===== src/rtl/alu_sequencer_if.sv =====
// Command/response handshake bundle for alu_sequencer.
// master = command source / response sink, slave = sequencer.
interface alu_sequencer_if #(
    parameter int DATA_W = 8
);
    logic              cmd_valid;
    logic              cmd_ready;
    logic [3:0]        cmd_op;
    logic [DATA_W-1:0] cmd_a;
    logic [DATA_W-1:0] cmd_b;
    logic              cmd_cin;
    logic              rsp_valid;
    logic              rsp_ready;
    logic [DATA_W-1:0] rsp_data;
    logic [DATA_W-1:0] rsp_hi;
    logic              rsp_err;

    modport master (
        output cmd_valid, cmd_op, cmd_a, cmd_b, cmd_cin, rsp_ready,
        input  cmd_ready, rsp_valid, rsp_data, rsp_hi, rsp_err
    );

    modport slave (
        input  cmd_valid, cmd_op, cmd_a, cmd_b, cmd_cin, rsp_ready,
        output cmd_ready, rsp_valid, rsp_data, rsp_hi, rsp_err
    );
endinterface


===== src/rtl/alu_sequencer.sv =====
// Command-driven controller for an external 8-op combinational ALU.
// Define MUL_SEQ_EN to enable op 8: shift-add multiply over DATA_W ADD cycles.
module alu_sequencer #(
    parameter int         DATA_W   = 8,
    parameter logic [3:0] FLAG_RST = 4'b0000
) (
    input  logic              clk,
    input  logic              rst,
    alu_sequencer_if.slave    bus,
    output logic [DATA_W-1:0] alu_a,
    output logic [DATA_W-1:0] alu_b,
    output logic              alu_cin,
    output logic [2:0]        alu_op,
    input  logic [DATA_W-1:0] alu_out,
    input  logic              alu_A,
    input  logic              alu_E,
    input  logic              alu_C,
    output logic              flag_a,
    output logic              flag_e,
    output logic              flag_z,
    output logic              flag_c
);

    localparam logic [2:0] OP_ADD = 3'd0;
    localparam logic [2:0] OP_SHR = 3'd1;
    localparam logic [2:0] OP_SHL = 3'd2;
    localparam logic [2:0] OP_CMP = 3'd7;

`ifdef MUL_SEQ_EN
    typedef enum logic [1:0] {IDLE, EXEC, MUL, RESP} state_t;
    localparam int CW = (DATA_W > 2) ? $clog2(DATA_W) : 1;
    localparam logic [CW-1:0] LAST = CW'(DATA_W - 1);
    logic [DATA_W-1:0] acc_hi;
    logic [DATA_W-1:0] acc_lo;
    logic [DATA_W-1:0] mcand;
    logic [CW-1:0]     cnt;
    logic [DATA_W-1:0] hi_next;
    logic [DATA_W-1:0] lo_next;
`else
    typedef enum logic [1:0] {IDLE, EXEC, RESP} state_t;
`endif

    state_t            state;
    state_t            state_next;
    logic [3:0]        op_reg;
    logic [DATA_W-1:0] a_reg;
    logic [DATA_W-1:0] b_reg;
    logic              cin_reg;
    logic [DATA_W-1:0] rsp_data;
    logic [DATA_W-1:0] rsp_hi;
    logic              rsp_err;

    assign bus.cmd_ready = (state == IDLE);
    assign bus.rsp_valid = (state == RESP);
    assign bus.rsp_data  = rsp_data;
    assign bus.rsp_hi    = rsp_hi;
    assign bus.rsp_err   = rsp_err;

    // State register.
    always_ff @(posedge clk) begin
        if (rst) state <= IDLE;
        else     state <= state_next;
    end

    // Next-state logic and ALU operand steering.
    always_comb begin
        state_next = state;
        alu_a      = a_reg;
        alu_b      = b_reg;
        alu_cin    = cin_reg;
        alu_op     = op_reg[2:0];
`ifdef MUL_SEQ_EN
        hi_next = {alu_C, alu_out[DATA_W-1:1]};
        lo_next = {alu_out[0], acc_lo[DATA_W-1:1]};
`endif
        unique case (state)
            IDLE: begin
                if (bus.cmd_valid) begin
`ifdef MUL_SEQ_EN
                    if (bus.cmd_op == 4'd8) state_next = MUL;
                    else                    state_next = EXEC;
`else
                    state_next = EXEC;
`endif
                end
            end
            EXEC: state_next = RESP;
`ifdef MUL_SEQ_EN
            MUL: begin
                alu_op  = OP_ADD;
                alu_a   = acc_hi;
                alu_b   = acc_lo[0] ? mcand : '0;
                alu_cin = 1'b0;
                if (cnt == LAST) state_next = RESP;
            end
`endif
            RESP: if (bus.rsp_ready) state_next = IDLE;
            default: state_next = IDLE;
        endcase
    end

    // Operand capture, result/flag update and multiply accumulator.
    always_ff @(posedge clk) begin
        if (rst) begin
            op_reg   <= '0;
            a_reg    <= '0;
            b_reg    <= '0;
            cin_reg  <= 1'b0;
            rsp_data <= '0;
            rsp_hi   <= '0;
            rsp_err  <= 1'b0;
            {flag_a, flag_e, flag_z, flag_c} <= FLAG_RST;
`ifdef MUL_SEQ_EN
            acc_hi <= '0;
            acc_lo <= '0;
            mcand  <= '0;
            cnt    <= '0;
`endif
        end else begin
            unique case (state)
                IDLE: begin
                    if (bus.cmd_valid) begin
                        op_reg  <= bus.cmd_op;
                        a_reg   <= bus.cmd_a;
                        b_reg   <= bus.cmd_b;
                        cin_reg <= bus.cmd_cin & flag_c;
`ifdef MUL_SEQ_EN
                        acc_hi <= '0;
                        acc_lo <= bus.cmd_b;
                        mcand  <= bus.cmd_a;
                        cnt    <= '0;
`endif
                    end
                end
                EXEC: begin
                    rsp_hi <= '0;
                    // op 8 only lands here when it is unsupported
                    if (op_reg[3]) begin
                        rsp_err  <= 1'b1;
                        rsp_data <= '0;
                    end else begin
                        rsp_err <= 1'b0;
                        if (op_reg[2:0] == OP_CMP) begin
                            rsp_data <= '0;
                            flag_a   <= alu_A;
                            flag_e   <= alu_E;
                            flag_z   <= alu_E;
                        end else begin
                            rsp_data <= alu_out;
                            flag_z   <= (alu_out == '0);
                        end
                        if (op_reg[2:0] == OP_ADD) flag_c <= alu_C;
                        if (op_reg[2:0] == OP_SHR) flag_c <= b_reg[0];
                        if (op_reg[2:0] == OP_SHL) flag_c <= b_reg[DATA_W-1];
                    end
                end
`ifdef MUL_SEQ_EN
                MUL: begin
                    acc_hi <= hi_next;
                    acc_lo <= lo_next;
                    cnt    <= cnt + CW'(1);
                    if (cnt == LAST) begin
                        rsp_data <= lo_next;
                        rsp_hi   <= hi_next;
                        rsp_err  <= 1'b0;
                        flag_z   <= (lo_next == '0);
                        flag_c   <= (hi_next != '0);
                    end
                end
`endif
                default: ;
            endcase
        end
    end

endmodule


===== src/flat_wrapper.sv =====
// flat-port wrapper written by rule: the top's interface ports become plain ports
module alu_sequencer_flat 
#(
    parameter int         DATA_W   = 8,
    parameter logic [3:0] FLAG_RST = 4'b0000
)
  (clk, rst, alu_a, alu_b, alu_cin, alu_op, alu_out, alu_A, alu_E, alu_C, flag_a, flag_e, flag_z, flag_c, bus_cmd_valid, bus_cmd_op, bus_cmd_a, bus_cmd_b, bus_cmd_cin, bus_rsp_ready, bus_cmd_ready, bus_rsp_valid, bus_rsp_data, bus_rsp_hi, bus_rsp_err);
  alu_sequencer_if #(.DATA_W(DATA_W)) bus_i ();
  input  logic clk;
  input  logic rst;
  output logic [DATA_W-1:0] alu_a;
  output logic [DATA_W-1:0] alu_b;
  output logic alu_cin;
  output logic [2:0] alu_op;
  input  logic [DATA_W-1:0] alu_out;
  input  logic alu_A;
  input  logic alu_E;
  input  logic alu_C;
  output logic flag_a;
  output logic flag_e;
  output logic flag_z;
  output logic flag_c;
  input wire logic [$bits(bus_i.cmd_valid)-1:0] bus_cmd_valid;
  input wire logic [$bits(bus_i.cmd_op)-1:0] bus_cmd_op;
  input wire logic [$bits(bus_i.cmd_a)-1:0] bus_cmd_a;
  input wire logic [$bits(bus_i.cmd_b)-1:0] bus_cmd_b;
  input wire logic [$bits(bus_i.cmd_cin)-1:0] bus_cmd_cin;
  input wire logic [$bits(bus_i.rsp_ready)-1:0] bus_rsp_ready;
  output wire logic [$bits(bus_i.cmd_ready)-1:0] bus_cmd_ready;
  output wire logic [$bits(bus_i.rsp_valid)-1:0] bus_rsp_valid;
  output wire logic [$bits(bus_i.rsp_data)-1:0] bus_rsp_data;
  output wire logic [$bits(bus_i.rsp_hi)-1:0] bus_rsp_hi;
  output wire logic [$bits(bus_i.rsp_err)-1:0] bus_rsp_err;
  assign bus_i.cmd_valid = bus_cmd_valid;
  assign bus_i.cmd_op = bus_cmd_op;
  assign bus_i.cmd_a = bus_cmd_a;
  assign bus_i.cmd_b = bus_cmd_b;
  assign bus_i.cmd_cin = bus_cmd_cin;
  assign bus_i.rsp_ready = bus_rsp_ready;
  assign bus_cmd_ready = bus_i.cmd_ready;
  assign bus_rsp_valid = bus_i.rsp_valid;
  assign bus_rsp_data = bus_i.rsp_data;
  assign bus_rsp_hi = bus_i.rsp_hi;
  assign bus_rsp_err = bus_i.rsp_err;
  alu_sequencer #(.DATA_W(DATA_W), .FLAG_RST(FLAG_RST)) u_core (.clk(clk), .rst(rst), .bus(bus_i), .alu_a(alu_a), .alu_b(alu_b), .alu_cin(alu_cin), .alu_op(alu_op), .alu_out(alu_out), .alu_A(alu_A), .alu_E(alu_E), .alu_C(alu_C), .flag_a(flag_a), .flag_e(flag_e), .flag_z(flag_z), .flag_c(flag_c));
endmodule

===== config.mk =====
export PLATFORM = sky130hd
export DESIGN_NAME = alu_sequencer_flat
export DESIGN_NICKNAME = d
export VERILOG_FILES = /design/src/rtl/alu_sequencer_if.sv /design/src/rtl/alu_sequencer.sv /design/src/flat_wrapper.sv
export SDC_FILE = /design/constraint.sdc
export NUM_CORES = 1
export LEC_CHECK = 0
export ABC_AREA = 0
export CAP_MARGIN = 20
export CORE_MARGIN = 2
export CORE_UTILIZATION = 41
export CTS_CLUSTER_SIZE = 28
export DETAILED_ROUTE_END_ITERATION = 10
export PLACE_DENSITY = 0.95
export SYNTH_ARGS = -nofsm -noshare
export SYNTH_HDL_FRONTEND = slang
export SYNTH_SLANG_ARGS = --single-unit

===== constraint.sdc =====
create_clock -name clk -period 2.45 [get_ports clk]
set_clock_uncertainty 0.15 [all_clocks]
set_input_delay 0.735 -clock clk [delete_from_list [all_inputs] [get_ports clk]]
set_output_delay 0.735 -clock clk [all_outputs]
set_load 0.02 [all_outputs]

# Word-level counts from Yosys, hierarchy flattened

Index checks and enable logic that the tools add are counted.

Register bits after elaboration: 36
Input port bits: 36
Output and inout port bits: 43
Logic and storage cells: 39

Eq/ne operators: 7
Mux-type cells: 10
Bitwise logic cells: 2
Reduce and logical (&&, ||, !) cells: 9

Operators with widths:

| kind               | number |
|---|---|
| $mux 8             | 2 |
| $logic_not 8->1    | 1 |
| $pmux 2 s3         | 1 |
| $reduce_and 2->1   | 3 |
| $reduce_and 3->1   | 2 |
| $mux 1             | 5 |
| $mux 2             | 2 |
| $ne 2x2->1 const B | 2 |
| $eq 3x1->1 const B | 1 |
| $eq 3x2->1 const B | 1 |
| $eq 3x3->1 const B | 1 |
| $logic_not 3->1    | 1 |
| $reduce_bool 3->1  | 1 |
| $eq 2x1->1 const B | 1 |
| $eq 2x2->1 const B | 1 |
| $logic_not 2->1    | 1 |
| $and 1x1->1        | 1 |
| $not 1->1          | 1 |

# Longest topological paths before layout

Gate-level depths: netlist of run 1.

Depth after elaboration: 4
Mapped depth: 4
Mapped depth without buffers: 3

# Worst setup path after synthesis of run 1

OpenSTA, ideal clock, no wires.

Kind: input -> register
From: input bus_cmd_valid
To: register u_core.b_reg[0], in the netlist u_core.alu_b[0]
Library setup time: 132 ps
Arrival time: 1367 ps
Data required time: 2168 ps
Path slack: 800 ps
Stages on the path: 4
Path buffers: 1
Path through: or3b_4 > buf_6 > nand2_1 > a21oi_1

Cells in the longest elaborated chain, start to end: 1

RTL lines:

| item                              | line                 | source |
|---|---|---|
| start: declaration                | flat_wrapper.sv:23   | `input wire logic [$bits(bus_i.cmd_valid)-1:0] bus_cmd_valid;` |
| $reduce_and 2->1 (no source line) | --                   |  |
| end signal: assignment            | alu_sequencer.sv:125 | `b_reg <= bus.cmd_b;` |
| end: declaration                  | alu_sequencer.sv:47  | `logic [DATA_W-1:0] b_reg;` |

Every way passes these cells.
A chain may end at the register's enable or synchronous reset.

# Worst setup path after layout of run 1

From: register u_core.op_reg[0]
To: output alu_op[0]

RTL lines:

| item                     | line                 | source |
|---|---|---|
| start: declaration       | alu_sequencer.sv:45  | `logic [3:0] op_reg;` |
| start signal: assignment | alu_sequencer.sv:123 | `op_reg <= bus.cmd_op;` |
| end: declaration         | flat_wrapper.sv:14   | `output logic [2:0] alu_op;` |

No word-level cell between the ends.

==> impl_results.md, run 1 <==
- Share of cells above drive strength 1: 0.0549
- Max FO, Critical Path: 9
- Buf+Inv Stages, Crit Path: 1
- Mean number of vias per cell: between 4 and 5
- Internal Pwr Total: roughly 970 uW
- Netlist Area Pre-Place: between 0.001 and 0.0015 mm2
- Num CTS Buffers: 5
- Clock transition at the registers of the reported paths: roughly 0.10 ns
- Core Area: 0.00339 mm2
- Most common cell in the netlist: nand2_1
- Placed Cells: 275
- Vias in the first global route: approximately 1200
- Avg Cell Area, Syn: between 8 and 9 um2
- Unrepaired setup endpoints after global routing: no
- Clock Latency Late Sink: about 0.34 ns
- IO buf count: 70
- CTS tree: built
- Slew headroom: 0.636
- Cells after synthesis: approximately 170
- Worst hold path class: flip-flop to flip-flop
- Seq pwr share: 0.491
- Die width: roughly 64 um
- Synth warn: 0
- All-Layer GR Usage: 0.175
- Yosys reg bits: 36
- I/O pins: 79
- Final Hold Viols: 0
- Clock Path Buffers: 2
- CTS Root Cell: clkbuf_4
- Register area share after synthesis: 0.488
- Most area-consuming cells after synthesis: dfxtp_1 49%, nand2_1 11%, a21oi_1 9.2%, buf_4 6.1%, a32oi_1 4.7%
- Max cap viols: 0
- Yosys top cell area share: 0.488
- Async S/R FF share, synth: 0
- GPL Wtd Cong: 0.756
- Die Ht: between 60 and 70 um
- Ys flop type: dfxtp_1
- Number of flops mapped to enable cells by yosys: 0
- Grt total ovfl: 0
- DP HPWL: between 2000 and 3000 um
- Logic gate share of total power: 0.200
- Fmax: about 420 MHz
- Final setup TNS: 0 ns
- DRC violations left: 0
- Vias: around 1400
- Drt wl/cell: 12.4 um
- Switch share: 0.263
- Worst EP arrival: 1.49 ns
- Area Overhead vs Synth: 48.9%
- Crit start category: flip-flop
- CTS Sinks: 36
- Post-synth top area cell: dfxtp_1
- Crit path required time: about 1.6 ns
- PwrDens: about 600 mW/mm2
- Largest net degree at the start of global routing: 37
- Maximum vdd drop: between 0.3 and 0.4 mV
- Post-layout min period: 2.37 ns
- Cell family with most CP delay: buffers and inverters
- Cts hold-fix bufs: 0
- Antenna Nets Post-Route: 0
- Starting density of the core: 0.436
- FP Rows: 21
- Clock power frac: 0.309
- Classification of the worst setup path: flip-flop to output port
- Period utilization: 0.969
- Die area: between 0.004 and 0.005 mm2
- Post-synth top cells: 43 x nand2_1, 36 x dfxtp_1, 27 x a21oi_1
- Post-route insts no fill: 283
- Crit-path cells: clkdlybuf4s50_1
- Distinct cells, synth: 27
- Crit path max-delay cell type: clkdlybuf4s50_1
- Final-report max-slew violation count: 0
- Final setup fails: 0
- Fillers: 281
- H-tree Lvls: 2
- First-pass GRT wire length: about 5600 um
- Worst-Margin Slew: 0.546 ns
- Initial drt markers: 67
- Postcts setup bufs: 0
- Static Leak: 0.000806 uW
- Final core utilization: 0.649
- DR pass1 iterations: 4
- Switching pwr: ~350 uW
- CP Capture Type: output port
- Post-layout net count: roughly 270
- N_diodes: 0
- Status: completed
- Overall Power: around 1300 uW
- Post-Route WL: between 3000 and 4000 um
- Largest stage delay on the critical path: ~0.66 ns
- Initial antenna violation count: 0
-- per-layer routing --
layer,track usage,vias up,part of all wire
li1,-,699,-
met1,0.206,628,0.43
met2,0.285,50,0.48
met3,0.0599,8,0.068
met4,0.0842,0,0.023
met5,0,-,0
-- path summary, 6_finish.rpt --
check                    from              end  slack [ns]  cells after the start
min reg2reg   u_core.alu_b[1]  u_core.alu_b[1]        0.31                      2
max          u_core.op_reg[0]        alu_op[0]        0.08                      1
min           u_core.alu_b[1]  u_core.alu_b[1]        0.31                      2
max reg2reg  u_core.op_reg[0]    u_core.flag_a        0.89                      3
-- per-stage QoR --
step                cell area [um2]  setup WS (ns)  hold slack (ns)
floorplan                      1500          0.800            0.356
detailed placement             2120          0.265            0.297
global route                   2200         0.0102            0.333
CTS                            2200         0.0669            0.312
global placement               2120          0.304            0.287
finish                         2200         0.0762            0.309
-- cell usage in the layout, fill, tap and decap left out, drive strengths merged, types with 2 or more instances in the layout --
master,count
conb,8
nand2b,2
nand3,5
o31ai,2
nor3b,2
nor4,2
clkbuf,6
dfxtp,36
nor2,12
nand2,43
buf,2
a32oi,8
a21oi,27
clkdlybuf4s50,69
-- power groups by stage --
stage / combinational, uW / sequential, uW / clock, uW
finish: 263 / 644 / 406
global route: 283 / 649 / 444
CTS: 265 / 644 / 416
detailed placement: 265 / 657 / 0
global placement: 261 / 657 / 0
floorplan: 121 / 685 / 0
-- logic make-up (layout without fill, tap and decap cells) --
| kind of cell | count (synthesis) | count (layout) | share of synthesized area |
|---|---|---|---|
| compound gates | 40 | 40 | 0.165 |
| buf+inv | 22 | 80 | 0.104 |
| flops | 36 | 36 | 0.488 |
| mux | 1 | 1 | 0.00678 |
| other cells | 1 | 8 | 0.00254 |
| simple gates | 72 | 72 | 0.233 |
-- final cells by class --
cell class	count	area, um2	share of cell area
clock inverter	2	35.0	0.0159
sequential	36	722	0.328
multi-input combinational	121	628	0.286
timing repair buffer	72	714	0.325
clock buffer	6	41.3	0.0188
tap	46	57.6	0.0262
-- what timing repair did --
action / CTS / global route
resized for setup: 2 / 0
setup endpoints to repair: 1 / 0
endpoints found under the hold margin: 0 / 0
Power figures use the tool's default switching activity.
==> run 2: changes to the inputs <==
--- a/config.mk
+++ b/config.mk
@@ -8,10 +8,10 @@
 export ABC_AREA = 0
 export CAP_MARGIN = 20
 export CORE_MARGIN = 2
-export CORE_UTILIZATION = 41
+export CORE_UTILIZATION = 38
 export CTS_CLUSTER_SIZE = 28
 export DETAILED_ROUTE_END_ITERATION = 10
-export PLACE_DENSITY = 0.95
+export PLACE_DENSITY = 0.9
 export SYNTH_ARGS = -nofsm -noshare
 export SYNTH_HDL_FRONTEND = slang
 export SYNTH_SLANG_ARGS = --single-unit
==> constraint.sdc (replaced) <==
create_clock -name clk -period 2.6 [get_ports clk]
set_clock_uncertainty 0.15 [all_clocks]
set_input_delay 0.78 -clock clk [delete_from_list [all_inputs] [get_ports clk]]
set_output_delay 0.78 -clock clk [all_outputs]
set_load 0.02 [all_outputs]
==> impl_results.md, run 2 (synthesized netlist as in run 1, its figures left out) <==
- Clock Latency Late Sink: 0.29 ns (-0.05 ns)
- IO buf count: 70 (unchanged)
- N_diodes: 0 (unchanged)
- FP Rows: 22 (+4.8%)
- Worst reg2reg path startpoint: u_core.op_reg[0]
- Post-layout net count: 272 (unchanged)
- Internal Pwr Total: 926 uW (-4.2%)
- Post-Route WL: 3840 um (+9.6%)
- CTS tree: built
- DRC violations left: 0 (unchanged)
- Grt total ovfl: 0 (unchanged)
- CTS Root Cell: clkbuf_8
- Post-layout min period: roughly 2.5 ns
- DR pass1 iterations: 4 (unchanged)
- Initial antenna violation count: 0 (unchanged)
- Area Overhead vs Synth: 50.0%
- Die area: 0.00440 mm2 (+7.4%)
- Worst-Margin Slew: 0.560 ns (+0.0147 ns)
- Max cap viols: 0 (unchanged)
- Unrepaired setup endpoints after global routing: no
- Share of cells above drive strength 1: 0.0464 (-0.00844)
- Core Area: 0.00369 mm2 (+8.8%)
- Worst EP arrival: 1.56 ns (+0.07 ns)
- Starting density of the core: 0.400 (-0.0353)
- Overall Power: 1260 uW (-4.1%)
- Worst r2r path cells: 3 (unchanged)
- Final core utilization: 0.600 (-0.0482)
- Worst hold path class: flip-flop to flip-flop
- Status: completed
- CP Capture Type: output port
- Largest net degree at the start of global routing: 37 (unchanged)
- Initial drt markers: 127 (+90%)
- Final WS setup: 0.110 ns (+0.0341 ns)
- Mean number of vias per cell: 4.95 (+1.2%)
- Vias: 1412 (+1.9%)
- Final setup fails: 0 (unchanged)
- Met2 GRT Util: 0.314 (+0.0286)
- M3 GR Usage: 0.0716 (+0.0117)
- Switch share: 0.264 (+0.000825)
- Hold Path Cell Cnt: 2 (unchanged)
- Classification of the worst setup path: flip-flop to output port
- GR Layer Usage met1: 0.204 (-0.00194)
- Antenna Nets Post-Route: 0 (unchanged)
- All-Layer GR Usage: 0.188 (+0.0130)
- R2R Path End: u_core.flag_e
- DP HPWL: 2820 um (+10%)
- Static Leak: 0.000805 uW (-0.18%)
- Logic gate share of total power: 0.198 (-0.002)
- Die width: 66.3 um (+3.6%)
- Final-report max-slew violation count: 0 (unchanged)
- I/O pins: 79 (unchanged)
- Crit start category: flip-flop
- Cts hold-fix bufs: 0 (unchanged)
- Reg area: 721 um2 (-0.17%)
- CTS resizes: 0 (-2)
- Maximum vdd drop: 0.376 mV (+1.5%)
- Period utilization: 0.958
- Crit path required time: 1.67 ns (+0.11 ns)
- Clock transition at the registers of the reported paths: 0.06 ns (-0.04 ns)
- Commonest non-fill, non-tap cell in the layout: clkdlybuf4s50_1
- Most frequent cells in the layout: 70 x clkdlybuf4s50_1, 43 x nand2_1, 36 x dfxtp_1, 27 x a21oi_1, 12 x nor2_1
- GRT Max-Usage Layer: met2
- Die Ht: 66.3 um (+3.6%)
- Seq pwr share: 0.483 (-0.008)
- Switching pwr: 333 uW (-3.8%)
- Placement Setup Slack: 0.367 ns (+0.102 ns)
- Fmax: around 400 MHz
- GPL Wtd Cong: 0.733 (-3.1%)
- Clock Path Buffers: 2 (unchanged)
- H-tree Lvls: 2 (unchanged)
- Num CTS Buffers: 5 (unchanged)
- Final setup TNS: 0 ns (unchanged)
- Slew headroom: 0.626 (-0.00980)
- Postcts setup bufs: 0 (unchanged)
- First-pass GRT wire length: 6190 um (+11%)
- CTS Sinks: 36 (unchanged)
- Fillers: 349 (+24%)
- Vias in the first global route: 1378 (+15%)
- Clock power frac: 0.319 (+0.010)
- Max FO, Critical Path: 6 (-3)
- Worst R2R Setup Slack: 0.89 ns (about the same)
- Final Hold Viols: 0 (unchanged)
- Drt wl/cell: 13.5 um (+8.8%)
- Area of the multi-input gates: 628 um2 (unchanged)
- PwrDens: 569 mW/mm2 (-4.8%)
- Hold Startpoint: u_core.alu_a[1]
- Hold Path End: u_core.alu_a[1]
[run 2: power by group through the flow]
stage | clock network, uW | logic, uW | registers, uW
after floorplan | 0 | 114 | 645
after global routing | 437 | 271 | 612
after CTS | 414 | 251 | 608
final | 402 | 250 | 608
after detailed placement | 0 | 250 | 620
after global placement | 0 | 245 | 619
[run 2: layer usage]
| metal | up-vias | part of all wire | wire length (um) |
|---|---|---|---|
| li1 | 697 | - | - |
| met1 | 649 | 0.38 | 1460 |
| met2 | 59 | 0.51 | 1970 |
| met3 | 7 | 0.083 | 317 |
| met4 | 0 | 0.024 | 91 |
| met5 | - | 0 | 0 |
[run 2: critical path: stages, from the launching register on]
cell and delay (ns):
dfxtp_1 0.48, and2b_1 0.20, clkdlybuf4s50_1 0.60
[run 2: worst max-delay path by stage]
| stage | cells after the start | slack [ns] | to | startpoint |
|---|---|---|---|---|
| 5_1_grt | 2 | 0.04 | bus_rsp_valid | u_core.state[1] |
| 4_1_cts | 2 | 0.09 | bus_rsp_valid | u_core.state[1] |
| 2_1_floorplan | 4 | 0.91 | u_core.alu_b[0] | bus_cmd_valid |
| 3_5_place_dp | 4 | 0.37 | u_core.alu_b[7] | bus_cmd_valid |
| 6_report | 2 | 0.11 | bus_rsp_valid | u_core.state[1] |
| 3_3_place_gp | 4 | 0.42 | u_core.alu_b[6] | bus_cmd_valid |
[run 2: cell type report]
type | count | share of cell area
clock buffers | 8 | 0.0407
multi-input cells | 121 | 0.284
flip-flops and latches | 36 | 0.325
well taps | 48 | 0.0271
repair buffers | 72 | 0.323
[run 2: metrics by stage]
| stage | hold WS, ns | area [um2] | instances |
|---|---|---|---|
| final | 0.310 | 2210 | 285 |
| after global routing | 0.324 | 2210 | 285 |
| after CTS | 0.311 | 2210 | 285 |
| after detailed placement | 0.301 | 2120 | 277 |
| after global placement | 0.287 | 2120 | 277 |
| after floorplan | 0.356 | 1500 | 179 |
